--- config.mk ---
export PLATFORM = sky130hd
export DESIGN_NAME = rv_in_port_fifo
export DESIGN_NICKNAME = d
export VERILOG_FILES = /design/src/rtl/rv_in_port_fifo.sv
export SDC_FILE = /design/constraint.sdc
export NUM_CORES = 1
export LEC_CHECK = 0
export ABC_AREA = 1
export BUFFER_PORTS_ARGS = -buffer_cell sky130_fd_sc_hd__buf_2
export CAP_MARGIN = 20
export CORE_MARGIN = 2
export CORE_UTILIZATION = 35
export CTS_CLUSTER_DIAMETER = 120
export CTS_CLUSTER_SIZE = 30
export DETAILED_ROUTE_END_ITERATION = 8
export GPL_TIMING_DRIVEN = 1
export PLACE_DENSITY_LB_ADDON = 0.12
export REMOVE_ABC_BUFFERS = 1
export SLEW_MARGIN = 15
export SYNTH_ARGS = -nofsm -noshare
export SYNTH_HDL_FRONTEND = slang
export SYNTH_SLANG_ARGS = --single-unit
export TNS_END_PERCENT = 100
--- constraint.sdc ---
create_clock -name clk -period 2 [get_ports clk]
set_input_delay 0.3 -clock clk [delete_from_list [all_inputs] [get_ports clk]]
set_output_delay 0.3 -clock clk [all_outputs]
set_load 0.05 [all_outputs]
--- src/rtl/rv_in_port_fifo.sv ---
// Ready/valid input buffer: first-word fall-through FIFO with registered rdy/ivld,
// or a purely combinational pass-through when depth is 0.
module rv_in_port_fifo #(
    parameter int rscid = 1,
    parameter int width = 8,
    parameter int depth = 2,
    localparam int CW = (depth < 1) ? 1 : $clog2(depth + 1)
) (
    input  logic             clk,
    input  logic             arst_n,
    input  logic [width-1:0] dat,
    input  logic             vld,
    output logic             rdy,
    output logic [width-1:0] idat,
    output logic             ivld,
    input  logic             irdy,
    output logic [CW-1:0]    count
);

    // rscid only labels the instance for tool binding
    localparam int unused_rscid = rscid;

    if (depth == 0) begin : g_pass
        logic unused_clk_rst;
        assign unused_clk_rst = clk ^ arst_n;

        assign idat  = dat;
        assign rdy   = irdy;
        assign ivld  = vld;
        assign count = '0;
    end else begin : g_fifo
        localparam int PW = (depth < 2) ? 1 : $clog2(depth);
        localparam logic [PW-1:0] LAST = PW'(depth - 1);
        localparam logic [CW-1:0] FULL = CW'(depth);

        logic [width-1:0] mem_q [depth];
        logic [width-1:0] mem_d [depth];
        logic [PW-1:0]    wr_ptr_q, wr_ptr_d;
        logic [PW-1:0]    rd_ptr_q, rd_ptr_d;
        logic [CW-1:0]    count_q, count_d;
        logic             push, pop;

        always_comb begin
            push     = vld && (count_q != FULL);
            pop      = irdy && (count_q != '0);
            mem_d    = mem_q;
            wr_ptr_d = wr_ptr_q;
            rd_ptr_d = rd_ptr_q;
            count_d  = count_q;
            if (push) begin
                mem_d[wr_ptr_q] = dat;
                wr_ptr_d = (wr_ptr_q == LAST) ? '0 : wr_ptr_q + 1'b1;
            end
            if (pop) begin
                rd_ptr_d = (rd_ptr_q == LAST) ? '0 : rd_ptr_q + 1'b1;
            end
            case ({push, pop})
                2'b10:   count_d = count_q + 1'b1;
                2'b01:   count_d = count_q - 1'b1;
                default: count_d = count_q;
            endcase
        end

        always_ff @(posedge clk or negedge arst_n) begin
            if (!arst_n) begin
                wr_ptr_q <= '0;
                rd_ptr_q <= '0;
                count_q  <= '0;
            end else begin
                wr_ptr_q <= wr_ptr_d;
                rd_ptr_q <= rd_ptr_d;
                count_q  <= count_d;
            end
        end

        // Storage is never reset; the empty mask on idat hides stale contents.
        always_ff @(posedge clk) begin
            mem_q <= mem_d;
        end

        assign rdy   = (count_q != FULL);
        assign ivld  = (count_q != '0);
        assign idat  = ivld ? mem_q[rd_ptr_q] : '0;
        assign count = count_q;
    end

endmodule

==> results.rst <==
.. list-table::
   :header-rows: 1

   * - Metric
     - Value
   * - Crit path required time
     - 1.70 ns
   * - Asr flop ratio synth
     - 0.2000
   * - WP data arrival
     - 1.53 ns
   * - Routed via count
     - 587
   * - Signed area change from the synthesized netlist to the final layout
     - 22.59%
   * - Number of nets in the finished design
     - 116
   * - Layout fillers
     - 236
   * - Tightest Hold Check Type
     - input port to register
   * - Setup-failing EPs final
     - 0
   * - Synthesis Warnings
     - 0
   * - Largest cells by area after synthesis
     - edfxtp_1 (57%), dfrtp_1 (12%), nand2_1 (9.8%), a21oi_1 (5.3%), inv_1 (3.1%)
   * - Share of the clock period used by the worst path after layout
     - 0.9140
   * - Distinct cell type count after synthesis
     - 17
   * - Leading area contributor after synthesis
     - edfxtp_1
   * - # Max-Cap Violations
     - 0
   * - Number of synthesized register bits
     - 20
   * - Worst relative slew slack
     - 0.7561
   * - Crit Path Class
     - register to output pin
   * - Clock network latency to the later pin of the worst-skew pair
     - 0.29 ns
   * - Number of CTS-inserted buffers
     - 3
   * - Number of placement rows
     - 17
   * - Setup TNS Final
     - 0 ns
   * - Fraction of the yosys area taken by sequential cells
     - 0.6895
   * - Max-slew violations
     - 0
   * - Dominant synthesized flop cell
     - edfxtp_1
   * - Outcome
     - finished clean
   * - Peak Freq
     - 547.1 MHz
   * - Post-CTS Repair Setup Buffers
     - 0
   * - Overall global routing resource usage
     - 0.1257
   * - Number of primary I/O pins
     - 24
   * - Clock Pin Slew Worst Setup and Hold Paths
     - 0.11 ns
   * - Placed Instances
     - 125
   * - First drt pass iteration count
     - 2
   * - Crit start category
     - register
   * - Clock tree from TritonCTS
     - built
   * - Top post-synthesis cells by count
     - nand2_1 (22), edfxtp_1 (16), a21oi_1 (9)
   * - Core Region
     - 2233 µm²
   * - Share of final-layout standard cells stronger than drive strength 1
     - 0.3333
   * - Clock Sink Count
     - 20
   * - Setup crit end kind
     - output pin
   * - Number of enable-type register cells in the synthesized netlist
     - 16
   * - Total standard cell area after synthesis
     - 842.1 µm²
   * - Routed Antenna Nets
     - 0
   * - Post-route non-filler standard cell count
     - 130
   * - Final routed wirelength across all metal layers
     - 1482 µm
   * - Antenna violations before repair
     - 0
   * - H-Tree Level Count
     - 1
   * - Routed vias/inst
     - 4.515
   * - Half-perimeter wire length after detailed placement
     - 1083 µm
   * - Wire length per cell
     - 11.40 µm
   * - Max Fanout on Critical Path
     - 10
   * - Via count of the first global-routing pass
     - 535
   * - Actual slew at the worst max-slew pin
     - 0.3659 ns
   * - First-pass GRT wire length
     - 2387 µm
   * - Maximum root-to-sink buffer count
     - 2
   * - Number of I/O port buffers
     - 23
   * - Gp weighted congestion
     - 0.7988
   * - Synthesized instance count
     - 73
   * - Worst clock skew on the final layout
     - 0.001753 ns
   * - Floorplan die area
     - 2814 µm²
   * - Starting density of the core
     - 0.3770
   * - Largest net degree at the start of global routing
     - 12
   * - Clk root buf
     - clkbuf_4
   * - Horiz. Die Dim
     - 53.05 µm
   * - Initial detailed-routing violation count
     - 9
   * - Final worst path period need
     - 1.828 ns
   * - Top cell type's share of synthesized area
     - 0.5706
   * - Number of DRC violations after detailed routing
     - 0
   * - Setup repair after global routing missed its margin
     - false
   * - Antenna fix cells
     - 0
   * - Floorplan die height
     - 53.05 µm
   * - Most frequent cell after synthesis
     - nand2_1
   * - Avg Synthesized Cell Area
     - 11.54 µm²
   * - Count of endpoints failing hold in the final timing report
     - 0
   * - Grt ovf
     - 0
[stage by stage]
stage / setup slack (ns) / hold WS [ns] / instance area, µm² / utilization
after floorplan: -0.05508 / 0.004409 / 823.3 / -
after global placement: 0.5057 / 0.1135 / 996.0 / 0.4459
after detailed placement: 0.5013 / 0.1149 / 996.0 / 0.4459
after CTS: 0.1516 / 0.1811 / 1032 / 0.4622
after global routing: 0.04714 / 0.1652 / 1032 / 0.4622
final: 0.1721 / 0.1916 / 1032 / 0.4622
[what timing repair did]
item	in CTS	in global routing
resized for setup	0	0
hold endpoints to repair	4	0
hold buffers	1	0
[cell type report]
| cell class | count | area [µm²] | share of cell area |
|---|---|---|---|
| Clock inverter | 1 | 3.754 | 0.003636 |
| Clock buffer | 3 | 22.52 | 0.02182 |
| Timing Repair Buffer | 27 | 147.6 | 0.1430 |
| Tap cell | 28 | 35.03 | 0.03394 |
| Inverter | 8 | 30.03 | 0.02909 |
| Multi-Input combinational cell | 43 | 212.7 | 0.2061 |
| Sequential cell | 20 | 580.6 | 0.5624 |
[layout by cell type, fill, tap and decap left out]
cell type and count:
o21ai_2 1, xnor2_1 1, nor2_4 1, edfxtp_1 16, buf_2 23, clkinv_1 1
nand4_1 1, ha_1 1, inv_1 7, inv_2 1, dlygate4sd3_1 1, a21oi_1 9
nor2_1 4, clkbuf_4 3, nand3_1 1, nand2_4 1, dfrtp_1 4, buf_4 3
nand2_2 1, nand2_1 22
[metal layers]
layer	routed length (µm)	track usage
met1	629	0.1486
met2	757	0.2083
met3	79	0.02542
met4	16	0.07692
met5	0	0
[state kept, by name (all words and copies together), names as in the netlist]
signal and count:
g_fifo.wr_ptr_q 1, g_fifo.mem_q 16, g_fifo.rd_ptr_q 1, count 2
[cell families (layout without fill, tap and decap cells)]
family / after synthesis / after routing / share of synthesized area
flip-flops: 20 / 20 / 0.6895
AO/OA/AOI/OAI: 10 / 10 / 0.06389
AND/OR/NAND/NOR: 31 / 31 / 0.1634
buffers and inverters: 10 / 39 / 0.05795
XOR/XNOR: 1 / 1 / 0.01040
adder cells (fa/ha/maj): 1 / 1 / 0.01486
[critical path: stages, from the launching register on]
cell	delay [ns]
dfrtp_1	0.53
inv_2	0.20
nand2_1	0.07
a21oi_1	0.15
buf_2	0.29
[path summary, 6_finish.rpt]
check | from | to | slack, ns | depth (start not counted)
worst max-delay path | g_fifo.rd_ptr_q$_DFFE_PN0P_ | idat[4] | 0.17 | 4
min in group asynchronous | arst_n | g_fifo.wr_ptr_q$_DFFE_PN0N_ | 0.33 | 2
worst max register to register | count[1]$_DFFE_PN0P_ | count[1]$_DFFE_PN0P_ | 0.48 | 8
max in group asynchronous | arst_n | count[1]$_DFFE_PN0P_ | 1.55 | 2
worst min-delay path | dat[4] | g_fifo.mem_q[4]$_DFFE_PP_ | 0.19 | 1
worst min register to register | g_fifo.wr_ptr_q$_DFFE_PN0N_ | g_fifo.wr_ptr_q$_DFFE_PN0N_ | 0.54 | 2
Power is left out: the tool's default activity adds up to more than one toggle a clock period on the data nets, which glitch-free logic cannot reach.
